**src/rtl/adi_wb_bridge.sv**
```systemverilog
// EPP byte-register to Wishbone bridge: stages address/data in host-visible registers
// and runs one arbitrated Wishbone single access per trigger.
module adi_wb_bridge #(
  parameter int WB_AW   = 32,
  parameter int WB_DW   = 32,
  parameter int TIMEOUT = 255
) (
  input  logic                 CLK,
  input  logic                 RST_ASYNC,
  input  logic                 EN,
  input  logic                 REGS_WRITE_REQ_IN,
  input  logic                 REGS_READ_REQ_IN,
  input  logic                 REGS_ADDR_SEL_IN,
  input  logic                 REGS_DATA_SEL_IN,
  input  logic [7:0]           REGS_WRITE_DATA_IN,
  output logic [7:0]           REGS_READ_DATA_OUT,
  output logic                 REGS_WRITE_ACK_OUT,
  output logic                 REGS_READ_ACK_OUT,
  output logic                 WB_ARB_REQ_OUT,
  input  logic                 WB_ARB_GNT_IN,
  output logic                 WB_CYC_OUT,
  output logic                 WB_STB_OUT,
  output logic                 WB_WE_OUT,
  output logic [WB_AW-1:0]     WB_ADR_OUT,
  output logic [WB_DW/8-1:0]   WB_SEL_OUT,
  output logic [WB_DW-1:0]     WB_WR_DAT_OUT,
  input  logic                 WB_STALL_IN,
  input  logic                 WB_ACK_IN,
  input  logic                 WB_ERR_IN,
  input  logic [WB_DW-1:0]     WB_RD_DAT_IN
);

  localparam int NB = WB_DW / 8;
  localparam int AB = (WB_AW + 7) / 8;
  localparam int CW = (TIMEOUT > 1) ? $clog2(TIMEOUT + 1) : 1;

  typedef enum logic [2:0] {S_IDLE, S_REQ, S_STB, S_WAIT, S_REL} state_t;

  state_t             r_state;
  logic [7:0]         r_idx;
  logic [WB_AW-1:0]   r_adr;
  logic [WB_DW-1:0]   r_dat;
  logic               r_auto_inc, r_auto_trig, r_err, r_tmo;
  logic [CW-1:0]      r_tcnt;
  logic               r_pv, r_pwr, r_pasel, r_pdsel;
  logic [7:0]         r_pdata, r_rdata;
  logic               r_wack, r_rack, r_req, r_cyc, r_stb, r_we;
  logic [WB_AW-1:0]   r_badr;
  logic [NB-1:0]      r_sel;
  logic [WB_DW-1:0]   r_wdat;

  logic               w_new, w_av, w_wr, w_asel, w_dsel, w_busy, w_stat, w_go;
  logic               w_adr_ok, w_is_dat, w_is_ctrl, w_trig_wr, w_trig_rd;
  logic [7:0]         w_wdata, w_rbyte;
  logic [31:0]        w_adr32, w_dat32, w_adr_nx, w_dat_nx;
  logic [4:0]         w_bofs;

  assign REGS_READ_DATA_OUT = r_rdata;
  assign REGS_WRITE_ACK_OUT = r_wack;
  assign REGS_READ_ACK_OUT  = r_rack;
  assign WB_ARB_REQ_OUT     = r_req;
  assign WB_CYC_OUT         = r_cyc;
  assign WB_STB_OUT         = r_stb;
  assign WB_WE_OUT          = r_we;
  assign WB_ADR_OUT         = r_badr;
  assign WB_SEL_OUT         = r_sel;
  assign WB_WR_DAT_OUT      = r_wdat;

  // A request is served straight from the port unless one is already parked.
  assign w_new   = (REGS_WRITE_REQ_IN | REGS_READ_REQ_IN) & ~r_pv;
  assign w_av    = r_pv | w_new;
  assign w_wr    = r_pv ? r_pwr   : REGS_WRITE_REQ_IN;
  assign w_asel  = r_pv ? r_pasel : REGS_ADDR_SEL_IN;
  assign w_dsel  = (r_pv ? r_pdsel : REGS_DATA_SEL_IN) & ~w_asel;
  assign w_wdata = r_pv ? r_pdata : REGS_WRITE_DATA_IN;

  assign w_busy    = (r_state != S_IDLE);
  assign w_stat    = w_dsel & (r_idx == 8'h09);
  assign w_go      = w_av & EN & ~(w_busy & ~w_stat);
  assign w_adr_ok  = w_dsel & (r_idx < 8'(AB));
  assign w_is_dat  = w_dsel & (r_idx >= 8'h04) & (r_idx < 8'(4 + NB));
  assign w_is_ctrl = w_dsel & (r_idx == 8'h08);
  assign w_bofs    = {r_idx[1:0], 3'b000};
  assign w_adr32   = 32'(r_adr);
  assign w_dat32   = 32'(r_dat);

  assign w_trig_wr = w_go & w_wr & ((w_is_ctrl & w_wdata[1]) |
                     (w_dsel & r_auto_trig & (r_idx == 8'(3 + NB))));
  assign w_trig_rd = (w_go & w_wr & w_is_ctrl & w_wdata[0] & ~w_wdata[1]) |
                     (w_go & ~w_wr & w_dsel & r_auto_trig & (r_idx == 8'h04));

  always_comb begin
    w_adr_nx = w_adr32;
    w_adr_nx[w_bofs +: 8] = w_wdata;
    w_dat_nx = w_dat32;
    w_dat_nx[w_bofs +: 8] = w_wdata;
    w_rbyte = 8'h00;
    if (w_asel)         w_rbyte = r_idx;
    else if (w_adr_ok)  w_rbyte = w_adr32[w_bofs +: 8];
    else if (w_is_dat)  w_rbyte = w_dat32[w_bofs +: 8];
    else if (w_is_ctrl) w_rbyte = {4'b0000, r_auto_trig, r_auto_inc, 2'b00};
    else if (w_stat)    w_rbyte = {5'b00000, r_tmo, r_err, w_busy};
  end

  always_ff @(posedge CLK or negedge RST_ASYNC) begin
    if (!RST_ASYNC) begin
      r_state <= S_IDLE;  r_idx <= '0;  r_adr <= '0;  r_dat <= '0;
      r_auto_inc <= 1'b0; r_auto_trig <= 1'b0; r_err <= 1'b0; r_tmo <= 1'b0;
      r_tcnt <= '0;       r_pv <= 1'b0; r_pwr <= 1'b0; r_pasel <= 1'b0;
      r_pdsel <= 1'b0;    r_pdata <= '0; r_rdata <= '0; r_wack <= 1'b0;
      r_rack <= 1'b0;     r_req <= 1'b0; r_cyc <= 1'b0; r_stb <= 1'b0;
      r_we <= 1'b0;       r_badr <= '0; r_sel <= '0;  r_wdat <= '0;
    end else begin
      r_wack <= 1'b0;
      r_rack <= 1'b0;
      if (w_go) begin
        r_pv <= 1'b0;
        if (w_wr) begin
          r_wack <= 1'b1;
          if (w_asel)         r_idx <= w_wdata;
          else if (w_adr_ok)  r_adr <= w_adr_nx[WB_AW-1:0];
          else if (w_is_dat)  r_dat <= w_dat_nx[WB_DW-1:0];
          else if (w_is_ctrl) {r_auto_trig, r_auto_inc} <= w_wdata[3:2];
        end else begin
          r_rack  <= 1'b1;
          r_rdata <= w_rbyte;
          if (w_stat) begin
            r_err <= 1'b0;
            r_tmo <= 1'b0;
          end
        end
      end else if (w_new) begin
        r_pv    <= 1'b1;
        r_pwr   <= REGS_WRITE_REQ_IN;
        r_pasel <= REGS_ADDR_SEL_IN;
        r_pdsel <= REGS_DATA_SEL_IN;
        r_pdata <= REGS_WRITE_DATA_IN;
      end

      // Bus FSM; status set here after the STAT-read clear so a new flag is never lost.
      if (EN) begin
        case (r_state)
          S_IDLE: if (w_trig_wr | w_trig_rd) begin
            r_state <= S_REQ;
            r_req   <= 1'b1;
            r_we    <= w_trig_wr;
          end
          S_REQ: if (WB_ARB_GNT_IN) begin
            r_state <= S_STB;
            r_cyc   <= 1'b1;
            r_stb   <= 1'b1;
            r_badr  <= r_adr & ~WB_AW'(NB - 1);
            r_sel   <= '1;
            r_wdat  <= r_dat;
          end
          S_STB: if (!WB_STALL_IN) begin
            r_state <= S_WAIT;
            r_stb   <= 1'b0;
            r_tcnt  <= '0;
          end
          S_WAIT: begin
            r_tcnt <= r_tcnt + 1'b1;
            if (WB_ACK_IN) begin
              if (!r_we)      r_dat <= WB_RD_DAT_IN;
              if (r_auto_inc) r_adr <= r_adr + WB_AW'(NB);
              r_state <= S_REL;
              r_cyc   <= 1'b0;
              r_req   <= 1'b0;
            end else if (WB_ERR_IN) begin
              r_err   <= 1'b1;
              r_state <= S_REL;
              r_cyc   <= 1'b0;
              r_req   <= 1'b0;
            end else if ((TIMEOUT != 0) && (r_tcnt == CW'(TIMEOUT))) begin
              r_tmo   <= 1'b1;
              r_state <= S_REL;
              r_cyc   <= 1'b0;
              r_req   <= 1'b0;
            end
          end
          S_REL: if (!WB_ARB_GNT_IN) r_state <= S_IDLE;
          default: r_state <= S_IDLE;
        endcase
      end
    end
  end

endmodule

```
**config.mk**
```make
export PLATFORM = sky130hd
export DESIGN_NAME = adi_wb_bridge
export DESIGN_NICKNAME = d
export VERILOG_FILES = /design/src/rtl/adi_wb_bridge.sv
export SDC_FILE = /design/constraint.sdc
export NUM_CORES = 1
export LEC_CHECK = 0
export CAP_MARGIN = 20
export CORE_UTILIZATION = 40
export CTS_CLUSTER_SIZE = 14
export DETAILED_ROUTE_END_ITERATION = 8
export GPL_ROUTABILITY_DRIVEN = 0
export HOLD_SLACK_MARGIN = 0.12
export MAX_ROUTING_LAYER = met4
export PLACE_DENSITY = 0.63
export SLEW_MARGIN = 5
export SYNTH_ARGS = -nofsm -noshare
export SYNTH_HDL_FRONTEND = slang
export SYNTH_SLANG_ARGS = --single-unit
export TNS_END_PERCENT = 50
```
**constraint.sdc**
```tcl
create_clock -name CLK -period 6.1 [get_ports CLK]
set_input_delay 0.915 -clock CLK [delete_from_list [all_inputs] [get_ports CLK]]
set_output_delay 0.915 -clock CLK [all_outputs]
set_load 0.005 [all_outputs]
```
==> flow_summary.yaml <==
run_status:
  status: "complete, but fails checks"
  failed_checks: "DRC"
logic_synthesis:
  postSynth.asyncResetShare: 1.00
  synth_ff_type: "sky130_fd_sc_hd__dfrtp_1"
  synth_adder_area_share: 0.00967
  synth_edf_count: 0
  synthesis.area_per_instance_um2: 11.1
  synth_compound_area_frac: 0.151
  synth_cell_area_mm2: 0.00905
  netlist_instances: 812
  synth_warnings: 0
  share_of_cell_area_taken_by_muxes_after_synthesis: 0.175
  synth.top_cells.by_area: "sky130_fd_sc_hd__dfrtp_1 49%, sky130_fd_sc_hd__mux2_1 5.7%, sky130_fd_sc_hd__mux2_2 5.1%, sky130_fd_sc_hd__mux2i_1 3.6%, sky130_fd_sc_hd__mux4_2 3.0%"
  xor_xnor_share_of_the_synthesized_area: 0.00193
  top_cell_type_by_total_area_after_synthesis: "sky130_fd_sc_hd__dfrtp_1"
  synth-seq-cells: 176
  post-synth-top-area-fraction: 0.486
  seq_area_frac_synth: 0.486
  synth_simple_gate_area_frac: 0.145
  main_combinational_cell_family_by_area_after_synthesis: "multiplexers"
  synth.distinct_cells: 72
sta:
  post-route-period-util: 0.576
  unrepaired_setup_endpoints_after_global_routing: "no"
  total_neg_setup_slack_ns: 0
  finClkSkew_ns: 0.0121
  slew_violations: 0
  tightestPinTransition_ns: 1.12
  maxSlewHeadroom: 0.229
  finalSetupViolCount: 0
  fmax_ghz: 0.284
  finalWorstPathRequiredPeriod_ns: 3.51
  timing_hold_violations_final: 0
  final.hold.worst_slack_ns: 0.434
floorplanning:
  starting_utilization_of_the_core_area: 0.411
  core_area_mm2: 0.0220
  fp-row-count: 54
  floorplan.die.height_um: 152
  die_area_mm2: 0.0232
  fp.dieW_um: 152
  num_io_pins: 133
critical_path:
  worst-endpoint-arrival_ns: 3.85
  ff2ff_setup_slack_ns: 2.95
  critPathCaptureType: "flop"
  worst-r2r-cell-count: 7
  critical_path_required_ns: 6.44
  critical_path.max_fanout: 16
  crit_path_start_kind: "input pin"
  reg2reg_to: "r_adr[15]"
  crit_start: "EN"
  critical_path_class: "input pin to flop"
  timing.rr.start: "r_idx[1]"
route:
  drt-wirelength-per-cell_um: 22.1
  via_count: 7243
  detail_route.iter0.violations: 593
  ant_nets: 0
  detail_route.first_pass.iterations: 7
  route.final.wire_length_mm: 27.0
  route.detailed.vias_per_inst: 5.93
  drc_errors: 10
placement:
  dp_hpwl_mm: 19.2
  place.port_buffers: 130
clocking:
  post_cts_buffers: 0
  cts-htree-levels: 4
  clockRootBuffer: "sky130_fd_sc_hd__clkbuf_16"
  quantity_of_hold_fixing_buffers_added_after_cts: 0
  clock_sink_count: 176
  worstSkewPairLatency_ns: 0.43
  postCtsResizedCells: 0
  number_of_buffers_inserted_during_clock_tree_synthesis: 17
  tritoncts: "built"
  clkTransAtPathRegs_ns: 0.07
  cts-root-to-sink-buffers: 2
grt:
  grt_first_pass_wirelength_mm: 42.7
  routing_layer_with_the_top_usage_in_global_route: "met2"
  globalRouteTotalUtil: 0.246
  global_route.usage.met1: 0.336
  pin_count_of_the_biggest_net_entering_global_routing: 63
  grtUsageMet2: 0.372
  vias_in_the_first_global_route: 7133
  grt_overflow: 0
  globalRouteMet3Util: 0.0455
  antenna_found_initial: 0
final_layout:
  fillerInstances: 1990
  synthesis_to_finish_area_growth_pct: 23.8
  diodes: 0
  nNetsFinal: 987
  mostFrequentLayoutCell: "sky130_fd_sc_hd__dfrtp_1"
  final_layout_size_suffix_gt1_frac: 0.132
  final_cell_mix: "176 x sky130_fd_sc_hd__dfrtp_1, 129 x sky130_fd_sc_hd__clkdlybuf4s50_1, 57 x sky130_fd_sc_hd__nand2_1, 49 x sky130_fd_sc_hd__nor2_1, 46 x sky130_fd_sc_hd__mux2_1"
pwr:
  pwr_density_cell_mw_per_mm2: 391
  p_leak_nw: 5.03
  vdd_drop_max_uv: 203
flow_run:
  maxCapViolCount: 0
min_path:
  min_path_type: "input pin to asynchronous set/reset pin"
[routing by layer]
layer  vias up  wire (um)
li1       3279          -
met3        40       1490
met2       239      12600
met1      3685      12300
met4         0        690
met5         -          0
[cells in the mapped netlist, drive strengths merged, types with 11 or more instances]
library cell / instances
nor2: 50
o21ai: 50
nand2b: 14
nand2: 57
nand3: 21
dfrtp: 176
buf: 27
inv: 11
mux2i: 33
a21oi: 18
mux2: 87
a22oi: 14
nor3: 27
mux4: 12
clkbuf: 21
and2: 12
a211oi: 17
[how the worst max path moves through the flow]
stage	end	slack [ns]
floorplan	r_adr[19]	3.54
global placement	r_adr[15]	2.31
detailed placement	r_adr[15]	2.23
CTS	r_adr[15]	2.68
global route	r_adr[14]	2.44
finish	r_adr[15]	2.59
[power breakdown]
part           internal [mW]  switching [mW]  total [mW]
Sequential              1.40           0.280        1.68
Clock                  0.691           0.487        1.18
Combinational          0.678           0.844        1.52
[worst max-delay path, stage by stage]
cell and delay, ns:
sky130_fd_sc_hd__clkdlybuf4s50_1 0.62, sky130_fd_sc_hd__or4b_4 0.55, sky130_fd_sc_hd__a221oi_4 0.66, sky130_fd_sc_hd__and4_1 0.69, sky130_fd_sc_hd__a211oi_1 0.13, sky130_fd_sc_hd__a311oi_2 0.27
[logic make-up after synthesis]
family          count (synthesis)
simple gates                  248
compound gates                187
flops                         176
mux                           132
buf+inv                        59
fa+ha+maj                       7
xor+xnor                        2
other cells                     1
[flip-flops by register name (all words and copies together) (netlist names), 3 cells and up]
signal and cells:
REGS_READ_DATA_OUT 8, r_dat 32, r_pdata 8, r_adr 32, r_idx 8, r_state 3
r_tcnt 8, WB_WR_DAT_OUT 32, WB_ADR_OUT 30
[per-stage QoR]
step	utilization	std cells	power, mW	worst slack (ns)	cell area [um^2]
2_1_floorplan	-	813	2.50	3.54	9060
3_3_place_gp	0.480	1188	3.17	2.31	10600
3_5_place_dp	0.481	1189	3.19	2.23	10600
4_1_cts	0.509	1221	4.38	2.68	11200
5_1_grt	0.509	1222	4.58	2.44	11200
6_report	0.509	1222	4.38	2.59	11200
[layout make-up]
type	instances	area, um^2	share of cell area
sequential	176	4400	0.393
multi-input combinational	578	4380	0.391
timing repair buffer	145	1420	0.126
clock buffer	20	437	0.0390
tap	280	350	0.0312
clock inverter	12	181	0.0162
inverter	11	41.3	0.00368
No activity file was read; power rests on OpenSTA's default activity.
